$ cat src/rtl/spi_led_pkg.sv
// Shared constants and types for the LED-control SPI responder.
package spi_led_pkg;

  localparam logic [7:0] DEF_SLAVE_ADDR  = 8'h08;
  localparam logic [7:0] DEF_CMD_SET_LED = 8'h06;
  localparam logic [7:0] DEF_ID_BYTE     = 8'hA5;

  // Payload of a set-LED frame: led_id, red, green, blue.
  localparam logic [2:0] PAY_BYTES = 3'd4;

  typedef enum logic [2:0] {
    ST_IDLE = 3'd0,
    ST_ADDR = 3'd1,
    ST_CMD  = 3'd2,
    ST_DATA = 3'd3,
    ST_SKIP = 3'd4
  } state_e;

endpackage

$ cat src/rtl/spi_led_responder_sync.sv
// Two-flop synchronizer with a one-register edge detector for one SPI pin.
// Edges are only reported once the whole chain holds real pin samples, so
// the reset value of the chain can never be mistaken for a pin transition.
module spi_sync_edge #(
  parameter logic RST_VAL = 1'b0
) (
  input  logic clk,
  input  logic rst,
  input  logic async_i,
  output logic level_o,
  output logic rise_o,
  output logic fall_o
);

  logic       meta_q;
  logic       sync_q;
  logic       prev_q;
  logic [2:0] fill_q;

  // Synchronizer chain, edge-detect register and chain-fill tracker.
  always_ff @(posedge clk) begin
    if (rst) begin
      meta_q <= RST_VAL;
      sync_q <= RST_VAL;
      prev_q <= RST_VAL;
      fill_q <= 3'b000;
    end else begin
      meta_q <= async_i;
      sync_q <= meta_q;
      prev_q <= sync_q;
      fill_q <= {fill_q[1:0], 1'b1};
    end
  end

  assign level_o = sync_q;
  assign rise_o  = fill_q[2] &  sync_q & ~prev_q;
  assign fall_o  = fill_q[2] & ~sync_q &  prev_q;

endmodule

$ cat src/rtl/spi_led_responder.sv
// SPI mode-0 slave receiving {addr, cmd, led_id, red, green, blue} frames.
// Colour is committed on slave-select release; MISO returns an ID byte and
// then echoes each received byte one byte late.
//
// state | meaning
// IDLE  | waiting for a slave-select fall
// ADDR  | receiving the address byte
// CMD   | address matched, receiving the command byte
// DATA  | set-LED command, filling the four shadow payload bytes
// SKIP  | frame not for us (or bad command), ignoring bytes until release
module spi_led_responder
  import spi_led_pkg::*;
#(
  parameter logic [7:0] SLAVE_ADDR  = DEF_SLAVE_ADDR,
  parameter logic [7:0] CMD_SET_LED = DEF_CMD_SET_LED,
  parameter logic [7:0] ID_BYTE     = DEF_ID_BYTE
) (
  input  logic       clk,
  input  logic       rst,
  input  logic       sclk,
  input  logic       mosi,
  input  logic       ssbar,
  output logic       miso,
  output logic       miso_oe,
  output logic [7:0] led_id,
  output logic [7:0] red,
  output logic [7:0] green,
  output logic [7:0] blue,
  output logic       led_upd,
  output logic       frame_err,
  output logic       busy
);

  logic sclk_lvl_unused;
  logic sclk_rise;
  logic sclk_fall;
  logic mosi_lvl;
  logic mosi_rise_unused;
  logic mosi_fall_unused;
  logic ss_lvl;
  logic ss_rise;
  logic ss_fall;

  spi_sync_edge #(.RST_VAL(1'b0)) u_sync_sclk (
    .clk     (clk),
    .rst     (rst),
    .async_i (sclk),
    .level_o (sclk_lvl_unused),
    .rise_o  (sclk_rise),
    .fall_o  (sclk_fall)
  );

  spi_sync_edge #(.RST_VAL(1'b0)) u_sync_mosi (
    .clk     (clk),
    .rst     (rst),
    .async_i (mosi),
    .level_o (mosi_lvl),
    .rise_o  (mosi_rise_unused),
    .fall_o  (mosi_fall_unused)
  );

  spi_sync_edge #(.RST_VAL(1'b1)) u_sync_ss (
    .clk     (clk),
    .rst     (rst),
    .async_i (ssbar),
    .level_o (ss_lvl),
    .rise_o  (ss_rise),
    .fall_o  (ss_fall)
  );

  state_e     state_q,     state_d;
  logic [2:0] bit_cnt_q,   bit_cnt_d;
  logic [2:0] pay_cnt_q,   pay_cnt_d;
  logic       err_pend_q,  err_pend_d;
  logic [7:0] rx_sr_q,     rx_sr_d;
  logic [7:0] tx_sr_q,     tx_sr_d;
  logic [7:0] echo_q,      echo_d;
  logic       echo_pend_q, echo_pend_d;
  logic [7:0] sh_id_q,     sh_id_d;
  logic [7:0] sh_red_q,    sh_red_d;
  logic [7:0] sh_green_q,  sh_green_d;
  logic [7:0] sh_blue_q,   sh_blue_d;
  logic [7:0] led_id_q,    led_id_d;
  logic [7:0] red_q,       red_d;
  logic [7:0] green_q,     green_d;
  logic [7:0] blue_q,      blue_d;
  logic       led_upd_q,   led_upd_d;
  logic       frame_err_q, frame_err_d;

  logic [7:0] rx_byte;
  logic       byte_done;

  // Byte as it will look once the current sampled bit is shifted in.
  assign rx_byte = {rx_sr_q[6:0], mosi_lvl};

  // State, shift registers, counters and LED outputs.
  always_ff @(posedge clk) begin
    if (rst) begin
      state_q     <= ST_IDLE;
      bit_cnt_q   <= 3'd0;
      pay_cnt_q   <= 3'd0;
      err_pend_q  <= 1'b0;
      rx_sr_q     <= 8'h00;
      tx_sr_q     <= 8'h00;
      echo_q      <= 8'h00;
      echo_pend_q <= 1'b0;
      sh_id_q     <= 8'h00;
      sh_red_q    <= 8'h00;
      sh_green_q  <= 8'h00;
      sh_blue_q   <= 8'h00;
      led_id_q    <= 8'h00;
      red_q       <= 8'h00;
      green_q     <= 8'h00;
      blue_q      <= 8'h00;
      led_upd_q   <= 1'b0;
      frame_err_q <= 1'b0;
    end else begin
      state_q     <= state_d;
      bit_cnt_q   <= bit_cnt_d;
      pay_cnt_q   <= pay_cnt_d;
      err_pend_q  <= err_pend_d;
      rx_sr_q     <= rx_sr_d;
      tx_sr_q     <= tx_sr_d;
      echo_q      <= echo_d;
      echo_pend_q <= echo_pend_d;
      sh_id_q     <= sh_id_d;
      sh_red_q    <= sh_red_d;
      sh_green_q  <= sh_green_d;
      sh_blue_q   <= sh_blue_d;
      led_id_q    <= led_id_d;
      red_q       <= red_d;
      green_q     <= green_d;
      blue_q      <= blue_d;
      led_upd_q   <= led_upd_d;
      frame_err_q <= frame_err_d;
    end
  end

  // Frame FSM: select edges start/commit a frame, SCLK edges move bits.
  always_comb begin
    state_d     = state_q;
    bit_cnt_d   = bit_cnt_q;
    pay_cnt_d   = pay_cnt_q;
    err_pend_d  = err_pend_q;
    rx_sr_d     = rx_sr_q;
    tx_sr_d     = tx_sr_q;
    echo_d      = echo_q;
    echo_pend_d = echo_pend_q;
    sh_id_d     = sh_id_q;
    sh_red_d    = sh_red_q;
    sh_green_d  = sh_green_q;
    sh_blue_d   = sh_blue_q;
    led_id_d    = led_id_q;
    red_d       = red_q;
    green_d     = green_q;
    blue_d      = blue_q;
    led_upd_d   = 1'b0;
    frame_err_d = 1'b0;
    byte_done   = 1'b0;

    if (ss_fall) begin
      // A fall always restarts the frame, even if SCLK is (illegally) high.
      state_d     = ST_ADDR;
      bit_cnt_d   = 3'd0;
      pay_cnt_d   = 3'd0;
      err_pend_d  = 1'b0;
      rx_sr_d     = 8'h00;
      tx_sr_d     = ID_BYTE;
      echo_pend_d = 1'b0;
    end else if (ss_rise) begin
      case (state_q)
        ST_DATA: begin
          if (pay_cnt_q == PAY_BYTES) begin
            led_id_d  = sh_id_q;
            red_d     = sh_red_q;
            green_d   = sh_green_q;
            blue_d    = sh_blue_q;
            led_upd_d = 1'b1;
          end else begin
            frame_err_d = 1'b1;
          end
        end
        ST_CMD:  frame_err_d = 1'b1;
        default: frame_err_d = err_pend_q;
      endcase
      // Any partial byte is dropped with the frame.
      state_d     = ST_IDLE;
      err_pend_d  = 1'b0;
      bit_cnt_d   = 3'd0;
      echo_pend_d = 1'b0;
    end else if ((state_q != ST_IDLE) && !ss_lvl) begin
      if (sclk_rise) begin
        rx_sr_d   = rx_byte;
        bit_cnt_d = bit_cnt_q + 3'd1;
        byte_done = (bit_cnt_q == 3'd7);
      end

      // The fall after a completed byte loads its echo instead of shifting.
      if (sclk_fall) begin
        if (echo_pend_q) begin
          tx_sr_d     = echo_q;
          echo_pend_d = 1'b0;
        end else begin
          tx_sr_d = {tx_sr_q[6:0], 1'b0};
        end
      end

      if (byte_done) begin
        echo_d      = rx_byte;
        echo_pend_d = 1'b1;
        case (state_q)
          ST_ADDR: begin
            state_d = (rx_byte == SLAVE_ADDR) ? ST_CMD : ST_SKIP;
          end
          ST_CMD: begin
            if (rx_byte == CMD_SET_LED) begin
              state_d = ST_DATA;
            end else begin
              state_d    = ST_SKIP;
              err_pend_d = 1'b1;
            end
          end
          ST_DATA: begin
            // Trailing padding after the payload is ignored.
            if (pay_cnt_q < PAY_BYTES) begin
              case (pay_cnt_q[1:0])
                2'd0: sh_id_d    = rx_byte;
                2'd1: sh_red_d   = rx_byte;
                2'd2: sh_green_d = rx_byte;
                2'd3: sh_blue_d  = rx_byte;
              endcase
              pay_cnt_d = pay_cnt_q + 3'd1;
            end
          end
          default: ;
        endcase
      end
    end
  end

  assign busy      = ~ss_lvl;
  assign miso_oe   = ~ss_lvl;
  assign miso      = miso_oe & tx_sr_q[7];
  assign led_id    = led_id_q;
  assign red       = red_q;
  assign green     = green_q;
  assign blue      = blue_q;
  assign led_upd   = led_upd_q;
  assign frame_err = frame_err_q;

endmodule

$ cat config.mk
export PLATFORM = sky130hd
export DESIGN_NAME = spi_led_responder
export DESIGN_NICKNAME = d
export VERILOG_FILES = /design/src/rtl/spi_led_pkg.sv /design/src/rtl/spi_led_responder_sync.sv /design/src/rtl/spi_led_responder.sv
export SDC_FILE = /design/constraint.sdc
export NUM_CORES = 1
export LEC_CHECK = 0
export ABC_CLOCK_PERIOD_IN_PS = 2800
export CORE_MARGIN = 10
export CORE_UTILIZATION = 30
export CTS_CLUSTER_SIZE = 40
export DETAILED_ROUTE_END_ITERATION = 7
export GPL_TIMING_DRIVEN = 0
export HOLD_SLACK_MARGIN = 0.15
export PLACE_DENSITY = 0.55
export SYNTH_ARGS = -nofsm -noshare
export SYNTH_HDL_FRONTEND = slang
export SYNTH_SLANG_ARGS = --single-unit
$ cat constraint.sdc
create_clock -name clk -period 2.8 [get_ports clk]
set_input_delay 0.56 -clock clk [delete_from_list [all_inputs] [get_ports clk]]
set_output_delay 0.56 -clock clk [all_outputs]
set_load 0.02 [all_outputs]
After elaboration in Yosys (flattened, before gate mapping)

Cells that the tools add are included.

Register bits after elaboration: 114
Word-level logic and storage cells: 116

$add $sub $neg: 2
$lt $le $gt $ge: 1
Eq/ne operators: 11
Muxes and demuxes: 23
Bitwise gates (word level): 17
Reduce and logical (&&, ||, !) cells: 30

Operators with widths:

| operator                                            | count |
|---|---|
| two-way mux 8 bit                                   | 5 |
| AND reduction 7 bit                                 | 4 |
| AND reduction 3 bit                                 | 5 |
| two-way mux 1 bit                                   | 14 |
| AND reduction 4 bit                                 | 3 |
| AND 1 bit                                           | 9 |
| nonzero test 3 bit                                  | 3 |
| equality test 8 x 3 -> 1 bit, second input constant | 1 |
| equality test 8 x 4 -> 1 bit, second input constant | 1 |
| NOT 1 bit                                           | 8 |
| nonzero test 2 bit                                  | 4 |
| adder 3 x 1 -> 3 bit, second input constant         | 2 |
| equality test 3 x 2 -> 1 bit, second input constant | 2 |
| equality test 3 bit, second input constant          | 2 |
| two-way mux 3 bit                                   | 2 |
| one-hot mux 3 bit (2 select lines)                  | 1 |
| OR reduction 3 bit                                  | 2 |
| AND reduction 5 bit                                 | 1 |
| equality test 2 bit, second input constant          | 2 |
| AND reduction 2 bit                                 | 2 |
| nonzero test 4 bit                                  | 1 |
| OR reduction 4 bit                                  | 1 |
| equality test 3 x 1 -> 1 bit, second input constant | 1 |
| less-than comparator 3 bit, second input constant   | 1 |
| other kinds (7)                                     | 7 |

Logic depth before layout (Yosys ltp)

Gate-level depths: netlist of run 1.

Word-level depth: 10
Depth in mapped cells: 8

By module

Synthesis of run 1 repeated with hierarchy kept, for this count alone.

Cell total of the unflattened synthesis: 480
Area, all modules: 4,620.7 µm²

Modules (own cells, without submodules):

| module            | times used | cells an instance | area each (µm²) |
|---|---|---|---|
| spi_led_responder | 1          | 438               | 4,102.7 |
| spi_sync_edge     | 3          | 14                | 172.7 |

Least setup slack after synthesis of run 1

No wires, ideal clock.

Path kind: flip-flop to flip-flop
Start point: reg bit_cnt_q[0]
End point: reg state_q[0]
Arrival time: 1.608 ns
Path slack: 1.122 ns
Cell stages (with the launch flop): 7
Path buffers: 0
Period minus slack after synthesis: 1.678 ns
Cells stage by stage: dfxtp_1 ha_1 ha_1 nand3b_2 or4_4 a31o_2 a21oi_1

Longest elaborated chain between the ends: 7

RTL lines:

| item                          | line                     | source |
|---|---|---|
| start: declaration            | spi_led_responder.sv:72  | `logic [2:0] bit_cnt_q, bit_cnt_d;` |
| start signal: assignment      | spi_led_responder.sv:119 | `bit_cnt_q <= bit_cnt_d;` |
| equality test 3 bit           | spi_led_responder.sv:195 | `byte_done = (bit_cnt_q == 3'd7);` |
| two-way mux 1 bit             | spi_led_responder.sv:192 | `if (sclk_rise) begin` |
| two-way mux 1 bit             | spi_led_responder.sv:191 | `end else if ((state_q != ST_IDLE) && !ss_lvl) begin` |
| two-way mux 1 bit             | spi_led_responder.sv:170 | `end else if (ss_rise) begin` |
| two-way mux 1 bit             | spi_led_responder.sv:161 | `if (ss_fall) begin` |
| nonzero test 3 bit (no line)  | -                        |  |
| AND reduction 3 bit (no line) | -                        |  |
| end signal: assignment        | spi_led_responder.sv:118 | `state_q <= state_d;` |
| end: declaration              | spi_led_responder.sv:71  | `state_e state_q, state_d;` |

Every way passes these cells. The select of a mux whose other input is x is not followed.
A chain may end at the register's enable or synchronous reset.

Worst setup path in the final report of run 1

Start point: reg u_sync_ss.sync_q (netlist: u_sync_ss.level_o)
End point: out miso_oe

Longest elaborated chain between the ends: 1

RTL lines:

| item                     | line                         | source |
|---|---|---|
| start: declaration       | spi_led_responder_sync.sv:16 | `logic sync_q;` |
| start signal: assignment | spi_led_responder_sync.sv:29 | `sync_q <= meta_q;` |
| NOT 1 bit                | spi_led_responder.sv:242     | `assign miso_oe = ~ss_lvl;` |
| end: declaration         | spi_led_responder.sv:24      | `output logic miso_oe,` |

Every way passes these cells.

==> run_results.csv, run 1 <==
group,metric,value,unit
clock_tree,root_buffer,"clkbuf_16",
power,cellInternalPower,2.400,mW
detailed_routing,routed_via_density,4.684,
timing,post-route-min-period,2.161,ns
clock_tree,cts_htree_levels,3,
timing,fin_skew,0.008238,ns
critical_path,cpPeakStageDelay,0.53,ns
global_routing,grt.total_usage,0.1089,
critical_path,cp.buffers_inverters,3,
die,num_rows,42,
global_routing,grt_remaining_overflow,0,
synth,synth_edf_count,0,
timing,slew_violations,0,
synth,netlist_top_cells_area,"dfxtp_1 54%, mux2i_1 8.0%, nand2_1 7.7%",
timing,worst_pin_slew,0.7386,ns
min_path,min_path_cells,1,
clock_tree,path_clk_slew,0.06,ns
timing,fin_crit_sh,0.7718,
timing,finalSetupViolations,0,
synth,synth_cell_type_count,45,
placed_design,io_buffer_count,41,
clock_tree,cts_resized,0,
critical_path,cp-end-kind,"output port",
die,start_util,0.3090,
timing,final_hold_viol_count,0,
synth,ys_warn_count,0,
global_routing,antenna_found_initial,0,
critical_path,path_class,"flop to output port",
placed_design,place_hpwl,7.132,mm
final_layout,final_nets,509,
placed_design,place_area,0.004771,mm^2
die,die_w,137.5,um
global_routing,grt_pass1_vias,3106,
die,fp.dieArea,0.01890,mm^2
synth,synth_area_per_cell,9.304,um^2
critical_path,crit_required,2.24,ns
power,powerDensity,593.2,mW/mm^2
final_layout,syn_to_final_growth,23.15,%
detailed_routing,drc,0,
min_path,hold_start,"u_sync_ss.meta_q",
critical_path,slowest_stage,"clkdlybuf4s50_1",
synth,postSynthCellCount,445,
clock_tree,holdBufCountCts,0,
critical_path,worstSetupStartpointType,"flop",
global_routing,grt_max_degree,18,
synth,syn-cell-area,0.004140,mm^2
synth,ys_top_cells_by_count,"111 x dfxtp_1, 85 x nand2_1, 40 x a21oi_1, 33 x mux2i_1, 29 x nor2_1",
clock_tree,clock-sinks,111,
power,p_leak,1.724,nW
placed_design,pre_cts_ws,0.5076,ns
synth,async_flop_share,0,
critical_path,r2r-start,"u_sync_sclk.fill_q[2]",
placed_design,gp_congestion,0.8062,
synth,synth_seq_cells,111,
final_layout,drive_above_1_share,0.07371,
power,clockPowerShare,0.454,
min_path,min_path_type,"flop to flop",
clock_tree,cts_buffers,9,
detailed_routing,num_vias,3176,
power,seqPwrFrac,0.526,
die,core,0.01340,mm^2
clock_tree,clockBufferDepth,2,
timing,layout_setup_ws,0.6390,ns
clock_tree,postCtsSetupBuffers,0,
detailed_routing,wl_per_cell,14.53,um
die,num_io_pins,42,
flow_run,drv_cap,0,
detailed_routing,ant_nets,0,
power,p_switching,0.6239,mW
timing,fmax,462.8,MHz
critical_path,path_delay_family,"buffers and inverters",
synth,syn-num-nets,457,
power,peakVddDrop,0.3570,mV
final_layout,antenna_cells,0,
timing,tns,0,ns
timing,slew-limit-headroom,0.5039,
critical_path,r2r_setup_slack,0.79,ns
critical_path,arrival,1.60,ns
global_routing,grt_pass1_wl,16.21,mm
detailed_routing,drt-pass1-iter-count,4,
critical_path,r2r-end,"sh_green_q[6]",
clock_tree,cts_tree,"done",
detailed_routing,first_iter_violations,175,
synth,yosysTopAreaCellShare,0.5367,
critical_path,worst-path-max-fanout,6,
synth,seq_area_frac_synth,0.5367,
final_layout,fill_cells,1342,
min_path,holdPathEnd,"u_sync_ss.level_o",
synth,synth_top_area_cell,"dfxtp_1",
synth,ys.flop_type,"dfxtp_1",
detailed_routing,drt_wl_total,9.849,mm
outcome,status,"finished, final reports clean",
synth,synth_most_common_cell,"dfxtp_1",
power,swShare,0.2063,
critical_path,path_cells,"inv_1 > buf_4 > clkdlybuf4s50_1",
die,die_y,137.5,um
power,combPwrFrac,0.020,
critical_path,r2r_cells,5,
clock_tree,clock_latency,0.35,ns
final_layout,design_area,0.005099,mm^2
timing,rsz0062_at_grt,"false",
[cell families after synthesis]
logic type      count (synthesis)  share of synthesized area
compound gates                 77                     0.1009
xor+xnor                        4                   0.008463
fa+ha+maj                       7                    0.02115
buf+inv                        30                    0.02961
flops                         111                     0.5367
mux                            36                    0.08794
simple gates                  180                     0.2152
[worst max-delay path by stage]
stage	from	to	slack [ns]	depth (start not counted)
2_1_floorplan	bit_cnt_q[0]	state_q[0]	1.12	6
3_3_place_gp	rst	tx_sr_q[7]	0.54	4
3_5_place_dp	rst	pay_cnt_q[0]	0.51	5
4_1_cts	u_sync_ss.level_o	miso_oe	0.60	3
5_1_grt	u_sync_ss.level_o	miso_oe	0.55	3
6_report	u_sync_ss.level_o	miso_oe	0.64	3
[registers in the layout (all words and copies together), names as in the netlist, 7 cells and up]
| name | count |
|---|---|
| blue | 8 |
| echo_q | 8 |
| green | 8 |
| led_id | 8 |
| red | 8 |
| sh_blue_q | 8 |
| sh_green_q | 8 |
| sh_id_q | 8 |
| sh_red_q | 8 |
| tx_sr_q | 8 |
| rx_sr_q | 7 |
[routing by layer]
layer	vias to the layer above	GRT usage	share of wire	routed length (um)
met5	-	0	0	0
met4	0	0.05269	0.021	210
li1	1623	-	-	-
met2	51	0.1671	0.45	4458
met1	1488	0.1393	0.47	4630
met3	14	0.02768	0.056	549
[area by class of cell]
class | instances | area, um^2 | area share
sequential | 111 | 2222 | 0.4358
multi-input combinational | 304 | 1795 | 0.3521
timing repair buffer | 41 | 410.4 | 0.08049
clock buffer | 13 | 280.3 | 0.05497
tap | 176 | 220.2 | 0.04319
buffer | 25 | 103.9 | 0.02037
clock inverter | 3 | 47.55 | 0.009325
inverter | 5 | 18.77 | 0.003681
[metrics by stage]
step / power, mW / hold slack [ns] / util / std cells
after global routing: 3.124 / 0.4321 / 0.3805 / 678
after floorplan: 1.663 / 0.3895 / - / 445
after global placement: 1.689 / 0.3986 / 0.3560 / 662
after detailed placement: 1.690 / 0.4006 / 0.3560 / 662
final: 3.024 / 0.4105 / 0.3805 / 678
after CTS: 3.057 / 0.4168 / 0.3805 / 678
[cells in the final DEF (no fill, tap or decap), types with 5 or more instances in the layout]
cell type        Yosys  final
a211oi_1             5      5
a21oi_1             40     40
buf_2                5      5
clkbuf_1            18     18
clkbuf_16            0      9
clkdlybuf4s50_1      0     41
dfxtp_1            111    111
ha_1                 7      7
mux2i_1             33     33
nand2_1             85     85
nand3_1             27     27
nor2_1              29     29
nor2b_1             10     10
o21ai_0             25     25
[power by group through the flow]
| stage | logic [mW] | registers [mW] | clock network (mW) |
|---|---|---|---|
| 6_report | 0.0609 | 1.59 | 1.37 |
| 5_1_grt | 0.0674 | 1.59 | 1.47 |
| 4_1_cts | 0.0615 | 1.59 | 1.40 |
| 3_5_place_dp | 0.0616 | 1.63 | 0 |
| 3_3_place_gp | 0.0612 | 1.63 | 0 |
| 2_1_floorplan | 0.0369 | 1.63 | 0 |
Power figures use the tool's default switching activity.
==> inputs of run 2 (changes only) <==
--- a/config.mk
+++ b/config.mk
@@ -5,14 +5,14 @@
 export SDC_FILE = /design/constraint.sdc
 export NUM_CORES = 1
 export LEC_CHECK = 0
-export ABC_CLOCK_PERIOD_IN_PS = 2800
+export ABC_CLOCK_PERIOD_IN_PS = 1800
 export CORE_MARGIN = 10
 export CORE_UTILIZATION = 30
 export CTS_CLUSTER_SIZE = 40
 export DETAILED_ROUTE_END_ITERATION = 7
 export GPL_TIMING_DRIVEN = 0
 export HOLD_SLACK_MARGIN = 0.15
-export PLACE_DENSITY = 0.55
+export PLACE_DENSITY = 0.56
 export SYNTH_ARGS = -nofsm -noshare
 export SYNTH_HDL_FRONTEND = slang
 export SYNTH_SLANG_ARGS = --single-unit
==> constraint.sdc (replaced) <==
create_clock -name clk -period 1.8 [get_ports clk]
set_input_delay 0.36 -clock clk [delete_from_list [all_inputs] [get_ports clk]]
set_output_delay 0.36 -clock clk [all_outputs]
set_load 0.02 [all_outputs]
==> run 2 against run 1 <==
  * Sequential cell count did not move
  * Via count rose by 2.1%
  * Critical path type is now flop to flop
  * Worst setup slack got worse by 0.60 ns
  * Register-to-register slack got worse by 0.75 ns
  * Global-route usage rose by 0.083 points
  * First-iteration DRC count rose by 31%
==> run_results.csv, run 2 (synthesized netlist as in run 1, its figures left out) <==
group,metric,value,unit
clock_tree,clock-sinks,111,
clock_tree,root_buffer,"clkbuf_16",
die,die_w,137.5,um
final_layout,syn_to_final_growth,25.51,%
power,powerDensity,857.8,mW/mm^2
placed_design,gp_congestion,0.8146,
timing,rsz0062_at_grt,"true",
placed_design,pre_cts_ws,-0.2939,ns
power,clockPowerShare,0.423,
timing,layout_setup_ws,0.03770,ns
power,swShare,0.2196,
die,core,0.01340,mm^2
power,combPwrFrac,0.021,
timing,finalSetupViolations,0,
critical_path,crit_required,2.08,ns
global_routing,grt_pass1_vias,3095,
clock_tree,clockBufferDepth,2,
critical_path,worstSetupStartpointType,"flop",
detailed_routing,num_vias,3242,
timing,fin_skew,0.01163,ns
clock_tree,cts_tree,"done",
flow_run,drv_cap,0,
clock_tree,path_clk_slew,0.07,ns
timing,worst_pin_slew,0.6489,ns
critical_path,cp-end-kind,"flop",
timing,slew_violations,0,
power,p_leak,1.854,nW
global_routing,antenna_found_initial,0,
die,num_rows,42,
timing,final_hold_viol_count,0,
outcome,status,"finished, final reports clean",
final_layout,layout_commonest_cell,"dfxtp_1",
detailed_routing,ant_nets,0,
detailed_routing,routed_via_density,4.740,
detailed_routing,drt_wl_total,10.04,mm
detailed_routing,first_iter_violations,229,
critical_path,cpPeakStageDelay,0.49,ns
timing,fin_crit_sh,0.9791,
placed_design,io_buffer_count,41,
die,start_util,0.3090,
final_layout,antenna_cells,0,
timing,post-route-min-period,1.762,ns
clock_tree,cts_htree_levels,3,
clock_tree,clock_latency,0.36,ns
critical_path,slowest_stage,"or4_4",
critical_path,cp.buffers_inverters,0,
critical_path,path_class,"flop to flop",
die,num_io_pins,42,
global_routing,grt_max_degree,18,
final_layout,final_util,0.3878,
final_layout,final_nets,515,
critical_path,arrival,2.04,ns
min_path,min_path_type,"flop to flop",
die,die_y,137.5,um
detailed_routing,drt-pass1-iter-count,4,
clock_tree,cts_buffers,9,
final_layout,drive_above_1_share,0.1161,
critical_path,worst-path-max-fanout,5,
die,fp.dieArea,0.01890,mm^2
critical_path,path_cells,"ha_1 > ha_2 > nand3b_4 > or4_4 > a31o_2 > a21oi_1",
detailed_routing,wl_per_cell,14.68,um
critical_path,path_delay_family,"simple AND/OR/NAND/NOR gates",
power,peakVddDrop,0.4797,mV
detailed_routing,drc,0,
global_routing,grt.total_usage,0.1098,
global_routing,grt_remaining_overflow,0,
power,p_total,4.457,mW
clock_tree,holdBufCountCts,0,
timing,slew-limit-headroom,0.5674,
power,seqPwrFrac,0.556,
power,p_switching,0.9787,mW
timing,fmax,567.4,MHz
power,cellInternalPower,3.478,mW
placed_design,place_hpwl,7.169,mm
final_layout,final_cell_mix,"106 x dfxtp_1, 85 x nand2_1, 40 x a21oi_1, 38 x clkdlybuf4s50_1, 33 x mux2i_1",
global_routing,grt_pass1_wl,16.19,mm
==> run 2: cell types whose count changed in the layout (fill, tap and decap cells not counted), sizes merged <==
cell	delta
clkdlybuf4s50	-3
clkinvlp	+1
clkinv	+1
buf	+9
bufinv	-1
clkbuf	-4
dlygate4sd2	+3
==> run 2: worst paths after layout <==
check / from / end / slack [ns] / cells past startpoint
max: bit_cnt_q[0] / state_q[0] / 0.04 / 6
min reg2reg: u_sync_ss.meta_q / u_sync_ss.level_o / 0.41 / 1
min: u_sync_ss.meta_q / u_sync_ss.level_o / 0.41 / 1
max reg2reg: bit_cnt_q[0] / state_q[0] / 0.04 / 6
==> run 2: through the flow <==
stage | instance area, um^2 | hold WS, ns | cells | TNS, ns
CTS | 5116 | 0.4158 | 681 | 0
global placement | 4771 | 0.3973 | 662 | -13.98
detailed placement | 4771 | 0.4006 | 662 | -16.26
global route | 5196 | 0.4315 | 684 | -0.01706
finish | 5196 | 0.4100 | 684 | 0
floorplan | 4140 | 0.3895 | 445 | 0
==> run 2: worst register-to-register path, delay by kind of cell (launching register included) <==
kind	cells	cell delay [ns]
adder cells (fa/ha/maj)	2	0.37
flip-flops	1	0.35
AND/OR/NAND/NOR	2	0.63
AO/OA/AOI/OAI	2	0.36
==> run 2: area by class of cell <==
class / count / area, um^2
Fill cell: 1330 / 8204
Inverter: 5 / 18.77
Multi-Input combinational cell: 304 / 1857
Timing Repair Buffer: 48 / 471.7
Sequential cell: 111 / 2228
Clock buffer: 12 / 246.5
Clock inverter: 4 / 30.03
Tap cell: 176 / 220.2
Buffer: 24 / 123.9
==> run 2: routing by layer <==
layer | track usage | up-vias | part of all wire
met2 | 0.1690 | 65 | 0.45
met4 | 0.05035 | 0 | 0.021
met5 | 0 | - | 0
met3 | 0.02913 | 21 | 0.060
li1 | - | 1632 | -
met1 | 0.1402 | 1524 | 0.47
==> run 2: power groups by stage <==
| stage | Combinational, mW | Sequential [mW] | Clock [mW] |
|---|---|---|---|
| 2_1_floorplan | 0.0574 | 2.53 | 0 |
| 3_3_place_gp | 0.0947 | 2.53 | 0 |
| 3_5_place_dp | 0.0961 | 2.53 | 0 |
| 4_1_cts | 0.0961 | 2.48 | 1.91 |
| 5_1_grt | 0.105 | 2.48 | 2.01 |
| 6_report | 0.0951 | 2.48 | 1.89 |
==> run 2: what timing repair did <==
| item | in CTS | in global routing |
|---|---|---|
| buffers inserted | 3 | 4 |
| resized for setup | 14 | 27 |
| endpoints found under the setup margin | 69 | 78 |
| pin swaps | 5 | 3 |
==> inputs of run 3 (changes only) <==
--- a/config.mk
+++ b/config.mk
@@ -7,12 +7,14 @@
 export LEC_CHECK = 0
 export ABC_CLOCK_PERIOD_IN_PS = 1800
 export CORE_MARGIN = 10
-export CORE_UTILIZATION = 30
+export CORE_UTILIZATION = 50
+export CTS_CLUSTER_DIAMETER = 50
 export CTS_CLUSTER_SIZE = 40
 export DETAILED_ROUTE_END_ITERATION = 7
 export GPL_TIMING_DRIVEN = 0
 export HOLD_SLACK_MARGIN = 0.15
-export PLACE_DENSITY = 0.56
+export PLACE_DENSITY = 0.81
+export SLEW_MARGIN = 20
 export SYNTH_ARGS = -nofsm -noshare
 export SYNTH_HDL_FRONTEND = slang
 export SYNTH_SLANG_ARGS = --single-unit
==> run 3 against run 2 <==
  * Clock power is 16% lower
  * Cell count decreased by 9.9%
  * Worst setup slack better by 0.011 ns
  * Hold slack better by 0.016 ns
  * Sequential share of layout area up 1.2 points
  * Wire length fell by 7.2%
  * Power decreased by 6.6%
  * First-iteration DRC count down 28%
  * Critical endpoint unchanged
==> run_results.csv, run 3 (synthesized netlist as in run 1, its figures left out) <==
group,metric,value,unit
critical_path,arrival,2.06,ns
final_layout,design_area,0.005059,mm^2
placed_design,dp_cells,591,
clock_tree,clock-sinks,111,
die,num_rows,33,
critical_path,path_class,"flop to flop",
critical_path,crit_required,2.11,ns
global_routing,antenna_found_initial,0,
detailed_routing,ant_nets,0,
final_layout,final_cell_mix,"105 x dfxtp_1, 85 x nand2_1, 39 x a21oi_1, 38 x clkdlybuf4s50_1, 33 x mux2i_1",
final_layout,drive_above_1_share,0.1292,
clock_tree,cts_htree_levels,3,
die,die_w,111.0,um
global_routing,grt_max_degree,22,
global_routing,grt_remaining_overflow,0,
min_path,min_path_type,"flop to flop",
die,num_io_pins,42,
die,start_util,0.5090,
final_layout,final_nets,518,
timing,fin_crit_sh,0.9728,
outcome,status,"finished, final reports clean",
detailed_routing,drt_wl_total,9.323,mm
final_layout,final_util,0.6219,
timing,fin_skew,0.01524,ns
timing,post-route-min-period,1.751,ns
detailed_routing,routed_via_density,5.304,
detailed_routing,num_vias,3267,
critical_path,worstSetupStartpointType,"flop",
timing,fmax,571.1,MHz
placed_design,place_hpwl,6.631,mm
global_routing,grt_pass1_wl,15.54,mm
timing,slew_violations,0,
final_layout,syn_to_final_growth,22.18,%
timing,finalSetupViolations,0,
die,die_y,111.0,um
final_layout,final_cell_count_no_fill,616,
critical_path,worst-path-max-fanout,5,
clock_tree,clock_latency,0.38,ns
critical_path,cp-end-kind,"flop",
placed_design,gp_congestion,0.8882,
flow_run,drv_cap,0,
timing,layout_setup_ws,0.04900,ns
detailed_routing,drc,0,
power,p_total,4.162,mW
power,powerDensity,822.7,mW/mm^2
timing,worst_pin_slew,0.6186,ns
detailed_routing,drt-pass1-iter-count,4,
placed_design,io_buffer_count,41,
final_layout,layout_commonest_cell,"dfxtp_1",
die,fp.dieArea,0.01232,mm^2
clock_tree,clockBufferDepth,2,
detailed_routing,wl_per_cell,15.13,um
placed_design,place_area,0.004682,mm^2
detailed_routing,first_iter_violations,165,
timing,slew-limit-headroom,0.5853,
timing,rsz0062_at_grt,"true",
clock_tree,cts_buffers,9,
placed_design,pre_cts_ws,-0.2282,ns
timing,final_hold_viol_count,0,
clock_tree,cts_tree,"done",
global_routing,grt_pass1_vias,3196,
final_layout,fill_cells,660,
die,core,0.008134,mm^2
global_routing,grt.total_usage,0.1502,
power,peakVddDrop,0.3828,mV
clock_tree,root_buffer,"clkbuf_8",
clock_tree,path_clk_slew,0.11,ns
power,p_leak,1.792,nW
final_layout,antenna_cells,0,
## run 3: cell type report
type / count / area (um^2) / share of cell area
sequential: 111 / 2230 / 0.4408
multi-input combinational: 304 / 1854 / 0.3666
timing repair buffer: 51 / 494.2 / 0.09770
tap: 105 / 131.4 / 0.02597
clock buffer: 9 / 123.9 / 0.02449
buffer: 24 / 111.4 / 0.02201
clock inverter: 7 / 95.09 / 0.01880
inverter: 5 / 18.77 / 0.003710
## run 3: worst paths after layout
kind | startpoint | endpoint | slack [ns] | cells after the start
worst max register to register | bit_cnt_q[0] | state_q[0] | 0.05 | 6
worst max-delay path | bit_cnt_q[0] | state_q[0] | 0.05 | 6
worst min-delay path | u_sync_ss.meta_q | u_sync_ss.level_o | 0.43 | 1
worst min register to register | u_sync_ss.meta_q | u_sync_ss.level_o | 0.43 | 1
## run 3: critical path, stage by stage (launching register included)
cell and delay (ns):
dfxtp_2 0.34, ha_2 0.19, ha_4 0.15, nand3b_4 0.11, or4_4 0.55, a31o_2 0.26
a21oi_2 0.09
## run 3: timing repair
| item | in CTS | in global routing |
|---|---|---|
| endpoints found under the setup margin | 69 | 67 |
| buffers inserted | 6 | 4 |
| gates resized for setup | 16 | 17 |
| hold buffers | 0 | 0 |
| pin swaps | 5 | 5 |
## run 3: report_power, final
part | switching, mW | total (mW) | internal, mW
clock | 0.905 | 1.59 | 0.687
combinational | 0.0643 | 0.0925 | 0.0282
sequential | 0.0105 | 2.48 | 2.47
## run 3: routing by layer
layer | vias up | share of wire | GRT usage
li1 | 1636 | - | -
met1 | 1549 | 0.44 | 0.1763
met2 | 66 | 0.48 | 0.2524
met3 | 16 | 0.059 | 0.04221
met4 | 0 | 0.022 | 0.05816
met5 | - | 0 | 0
## run 3: metrics by stage
stage | setup TNS, ns | hold WS (ns)
6_report | 0 | 0.4260
5_1_grt | -0.02510 | 0.4497
4_1_cts | 0 | 0.4262
3_5_place_dp | -10.34 | 0.3997
3_3_place_gp | -9.817 | 0.3961
2_1_floorplan | 0 | 0.3895
